[config.mk]
export PLATFORM = sky130hd
export DESIGN_NAME = decode_regfile_stage
export DESIGN_NICKNAME = d
export VERILOG_FILES = /design/src/rtl/decode_regfile_stage.sv
export SDC_FILE = /design/constraint.sdc
export NUM_CORES = 2
export LEC_CHECK = 0
export BUFFER_PORTS_ARGS = -buffer_cell sky130_fd_sc_hd__buf_4
export CORE_MARGIN = 10
export CORE_UTILIZATION = 53
export CTS_BUF_LIST = sky130_fd_sc_hd__clkbuf_4
export DETAILED_ROUTE_END_ITERATION = 7
export PLACE_DENSITY = 0.7
export SYNTH_ARGS = -nofsm -noshare
export SYNTH_HDL_FRONTEND = slang
export SYNTH_SLANG_ARGS = --single-unit
[constraint.sdc]
create_clock -name clock -period 4.9 [get_ports clock]
set_clock_uncertainty 0.2 [all_clocks]
set_input_delay 0.245 -clock clock [delete_from_list [all_inputs] [get_ports clock]]
set_output_delay 0.245 -clock clock [all_outputs]
set_load 0.02 [all_outputs]
[src/rtl/decode_regfile_stage.sv]
`default_nettype none
// ============================================================================
// Module      : decode_regfile_stage
// Description : 32x32 register file with write-through read bypass, load-use
//               hazard stall generation and the D/E pipeline register.
// Revision    : 1.0 - initial release
// ============================================================================
module decode_regfile_stage #(
    parameter logic [31:0] NOP_INSTR = 32'h0000_0013
) (
    input  logic        clock,
    input  logic        reset,
    input  logic [31:0] instrD,
    input  logic [31:0] pcD,
    input  logic        validD,
    input  logic        regWriteDS,
    input  logic [4:0]  write_regDS,
    input  logic [31:0] data_out,
    input  logic        memReadE,
    input  logic        flushD,
    output logic        stallF,
    output logic [31:0] rd1E,
    output logic [31:0] rd2E,
    output logic [4:0]  rs1E,
    output logic [4:0]  rs2E,
    output logic [4:0]  rdE,
    output logic [31:0] pcE,
    output logic [31:0] instrE,
    output logic        validE
);

    logic [31:0] regs [0:31];

    logic [4:0]  rs1_d;
    logic [4:0]  rs2_d;
    logic [4:0]  rd_d;
    logic        wb_write;
    logic [31:0] rs1_val;
    logic [31:0] rs2_val;
    logic        load_use;

    assign rs1_d    = instrD[19:15];
    assign rs2_d    = instrD[24:20];
    assign rd_d     = instrD[11:7];
    assign wb_write = regWriteDS && (write_regDS != 5'd0);

    // Writeback data lands a cycle late, so the same-cycle write must bypass
    // the array to reach the instruction being decoded.
    always_comb begin
        rs1_val = regs[rs1_d];
        rs2_val = regs[rs2_d];
        if (wb_write && (write_regDS == rs1_d)) rs1_val = data_out;
        if (wb_write && (write_regDS == rs2_d)) rs2_val = data_out;
        if (rs1_d == 5'd0) rs1_val = 32'd0;
        if (rs2_d == 5'd0) rs2_val = 32'd0;
    end

    // Both source fields are compared regardless of opcode.
    assign load_use = validD && validE && memReadE && (rdE != 5'd0) &&
                      ((rdE == rs1_d) || (rdE == rs2_d));
    assign stallF   = load_use && !flushD;

    always_ff @(posedge clock) begin
        if (!reset) begin
            for (int i = 0; i < 32; i++) begin
                regs[i] <= 32'd0;
            end
        end else if (wb_write) begin
            regs[write_regDS] <= data_out;
        end
    end

    always_ff @(posedge clock) begin
        if (!reset || flushD || stallF) begin
            validE <= 1'b0;
            instrE <= NOP_INSTR;
            pcE    <= 32'd0;
            rd1E   <= 32'd0;
            rd2E   <= 32'd0;
            rs1E   <= 5'd0;
            rs2E   <= 5'd0;
            rdE    <= 5'd0;
        end else begin
            validE <= validD;
            instrE <= instrD;
            pcE    <= pcD;
            rd1E   <= rs1_val;
            rd2E   <= rs2_val;
            rs1E   <= rs1_d;
            rs2E   <= rs2_d;
            rdE    <= rd_d;
        end
    end

endmodule
`default_nettype wire

==> results.toml <==
[run_status]
status = "complete, no violations"

[place]
placed_area_mm2 = 0.0608
io_buffers = 251
dp.final_hpwl_mm = 114
globalplace.congestion = 0.881
dp_slack_ps = 1260
dp.cells = 5291

[sta]
slew_viol_final = 0
timing.final.crit_share = 0.750
slew_headroom = 0.177
tns_ps = 0
fmax_mhz = 272
rsz0062_at_grt = "false"
worst-slew-pin-transition_ps = 1230
hold_viol = 0
layout_setup_ws_ps = 1230
min_period_ps = 3670
finalSetupViolCount = 0

[yosys]
ys_seq_elements = 1153
ys_types = 40
postSynthCellCount = 4027
synth_area_mm2 = 0.0573
seq_area_frac_synth = 0.582
yosys_warnings = 0
synth_area_per_cell_um2 = 14.2

[finish]
syn_to_final_growth_pct = 18.1
final_area_mm2 = 0.0677
layoutNonFillerInstCount = 6151
layout-drive-gt1-share = 0.298
layout.nets = 4613
fill_cells = 7796

[worst_setup_path]
crit_fanout = 32
cp.buffers_inverters = 2
worstPathArrival_ps = 4520
cp_data_required_time_ps = 5750
critPathKind = "register to register"
crit_family = "simple AND/OR/NAND/NOR gates"
worstSetupEndpointType = "register"
start_kind = "register"
path_cells = "xnor2_1 -> nand3_1 -> o22ai_1 -> and2_1 -> buf_4 -> or4b_4 -> o2bb2ai_1 -> dlygate4sd3_1"
critPathMaxStageDelay_ps = 740
cp_slowest_cell = "dfxtp_1"

[run]
max_cap_violations = 0

[power]
switching_share = 0.270
p_clk_frac = 0.369
p_per_area_mw_per_mm2 = 345
power_leakage_nw = 22.5
p_int_mw = 17.0
p_seq_frac = 0.494
irDropWorstVdd_mv = 0.237
combPwrFrac = 0.137
total_power_mw = 23.3
p_sw_mw = 6.30

[floorplanning]
fp.dieH_um = 349
boundaryPins = 252
rows = 120
initial_core_util = 0.535
dieArea_mm2 = 0.122
core_mm2 = 0.107
die-width_um = 349

[cts]
cts_buffers = 319
htreeDepth = 5
postCtsSetupBuffers = 0
clockBufferDepth = 4
cts_tree = "built"
cts_sinks = 1153
path_clk_slew_ps = 80
root_buffer = "clkbuf_4"
clock_latency_ps = 1260

[grt]
grt_max_degree = 133
overflow = 0
grt_pass1_wl_mm = 299
grt_antenna_before_repair = 10
grt_usage = 0.333
first_global_vias = 44100

[drt]
dr.first_iter.drc_count = 7242
vias = 44000
wl_per_cell_um = 33.4
vias_per_cell = 7.15
wirelength_mm = 206
antenna_left = 0
drc = 0
drt-pass1-iter-count = 6

[min_path]
hold_path_class = "primary input to register"
==> cells by family after synthesis <==
family | share of synthesized area
AND/OR/NAND/NOR | 0.104
flip-flops | 0.582
multiplexers | 0.222
buffers and inverters | 0.0421
AO/OA/AOI/OAI | 0.0473
XOR/XNOR | 0.00306
other | 0.0000654
==> metrics by stage <==
stage,util,hold slack [ps]
after floorplan,-,149
after global placement,0.567,246
after detailed placement,0.567,239
after CTS,0.631,2.52
after global routing,0.631,51.2
final,0.631,75.1
==> cells in the final DEF, fill, tap and decap left out, types with 7 or more instances in the layout <==
cell,netlist,layout
edfxtp_1,1024,1024
nand4_1,34,34
o2bb2ai_1,32,32
clkbuf_4,0,480
nor2_1,10,7
dfxtp_1,129,129
xor2_1,8,8
nor3_1,1001,1001
o22ai_1,33,33
o21ai_4,0,31
nand2_1,38,36
xnor2_1,12,12
mux2i_1,192,192
o211ai_1,31,31
inv_1,36,34
a21oi_1,129,129
buf_12,0,39
buf_4,19,345
and2_1,60,60
inv_2,0,9
conb_1,1,32
o21ai_0,96,65
clkinv_1,0,58
dlygate4sd3_1,0,296
mux4_2,480,480
a221oi_1,95,95
diode_2,0,13
==> worst paths after layout <==
path / from / end / slack (ps) / depth (start not counted)
setup / recovery: instrE[11]$_SDFF_PP0_ / rd2E[30]$_SDFF_PP0_ / 1230 / 8
hold / removal: data_out[7] / rd1E[7]$_SDFF_PP0_ / 80 / 5
setup reg to reg: instrE[11]$_SDFF_PP0_ / rd2E[30]$_SDFF_PP0_ / 1230 / 8
hold reg to reg: regs[7][19]$_SDFFCE_PN0P_ / rd1E[19]$_SDFF_PP0_ / 650 / 5
==> area by class of cell <==
cell class	instances	area (um^2)	area share
timing repair buffer	685	6400	0.0946
clock inverter	70	297	0.00438
inverter	36	135	0.00200
tap	1403	1760	0.0259
antenna	13	32.5	0.000481
clock buffer	480	3600	0.0532
sequential	1153	33300	0.492
multi-input combinational	2311	22100	0.327
==> power groups by stage <==
stage	registers [mW]	logic (mW)	clock network (mW)
5_1_grt	11.6	3.28	9.20
4_1_cts	11.5	3.09	8.62
2_1_floorplan	11.7	1.76	0
3_3_place_gp	11.7	2.87	0
6_report	11.5	3.19	8.61
3_5_place_dp	11.7	2.89	0
==> layer usage <==
| layer | vias to the layer above | share of wire | track usage |
|---|---|---|---|
| li1 | 17400 | - | - |
| met1 | 21800 | 0.34 | 0.429 |
| met2 | 4074 | 0.45 | 0.495 |
| met3 | 739 | 0.16 | 0.126 |
| met4 | 8 | 0.053 | 0.166 |
| met5 | - | 0.00020 | 0.00160 |
==> synthesized netlist by cell type <==
| master | count | area (um^2) |
|---|---|---|
| o211ai_1 | 31 | 233 |
| o211a_1 | 1 | 10.0 |
| buf_1 | 23 | 86.3 |
| o22ai_1 | 33 | 206 |
| nor3_1 | 1001 | 5010 |
| buf_6 | 3 | 33.8 |
| a221oi_1 | 95 | 832 |
| nor4_1 | 1 | 6.26 |
| or3b_2 | 2 | 17.5 |
| or3_1 | 4 | 25.0 |
| nand4b_1 | 2 | 17.5 |
| xor2_1 | 8 | 70.1 |
| inv_1 | 36 | 135 |
| dfxtp_1 | 129 | 2580 |
| buf_2 | 71 | 355 |
| buf_4 | 19 | 143 |
| nor2b_1 | 1 | 6.26 |
| a211oi_1 | 1 | 7.51 |
| nand4_1 | 34 | 213 |
| or4b_1 | 1 | 10.0 |
| o2bb2ai_1 | 32 | 280 |
| o21ai_0 | 96 | 480 |
| conb_1 | 1 | 3.75 |
| nand3b_1 | 3 | 22.5 |
| nand2_1 | 38 | 143 |
| a21boi_1 | 1 | 7.51 |
| mux4_2 | 480 | 10800 |
| nor4_2 | 1 | 12.5 |
| clkbuf_1 | 442 | 1660 |
| a211o_1 | 1 | 8.76 |
| mux2i_1 | 192 | 1920 |
| or2_2 | 1 | 6.26 |
| nand3_1 | 5 | 25.0 |
| nand2b_1 | 2 | 12.5 |
| xnor2_1 | 12 | 105 |
| edfxtp_1 | 1024 | 30700 |
| nor2_1 | 10 | 37.5 |
| or4_1 | 1 | 7.51 |
| a21oi_1 | 129 | 646 |
| and2_1 | 60 | 375 |
==> state kept, by name (all words and copies together), names as in the netlist <==
name	flops
regs	1024
pcE	32
rd1E	32
rd2E	32
instrE	20
rdE	4
rs1E	4
rs2E	4
validE	1
==> worst min-delay path, delay by kind of cell <==
family	cells	cell delay, ps
buffers and inverters	4	930
AO/OA/AOI/OAI	1	240
==> what timing repair did <==
item	4_1_cts	5_1_grt
resized for setup	0	0
hold buffers	297	0
hold endpoints to repair	1430	0
No activity file was read; power rests on OpenSTA's default activity.
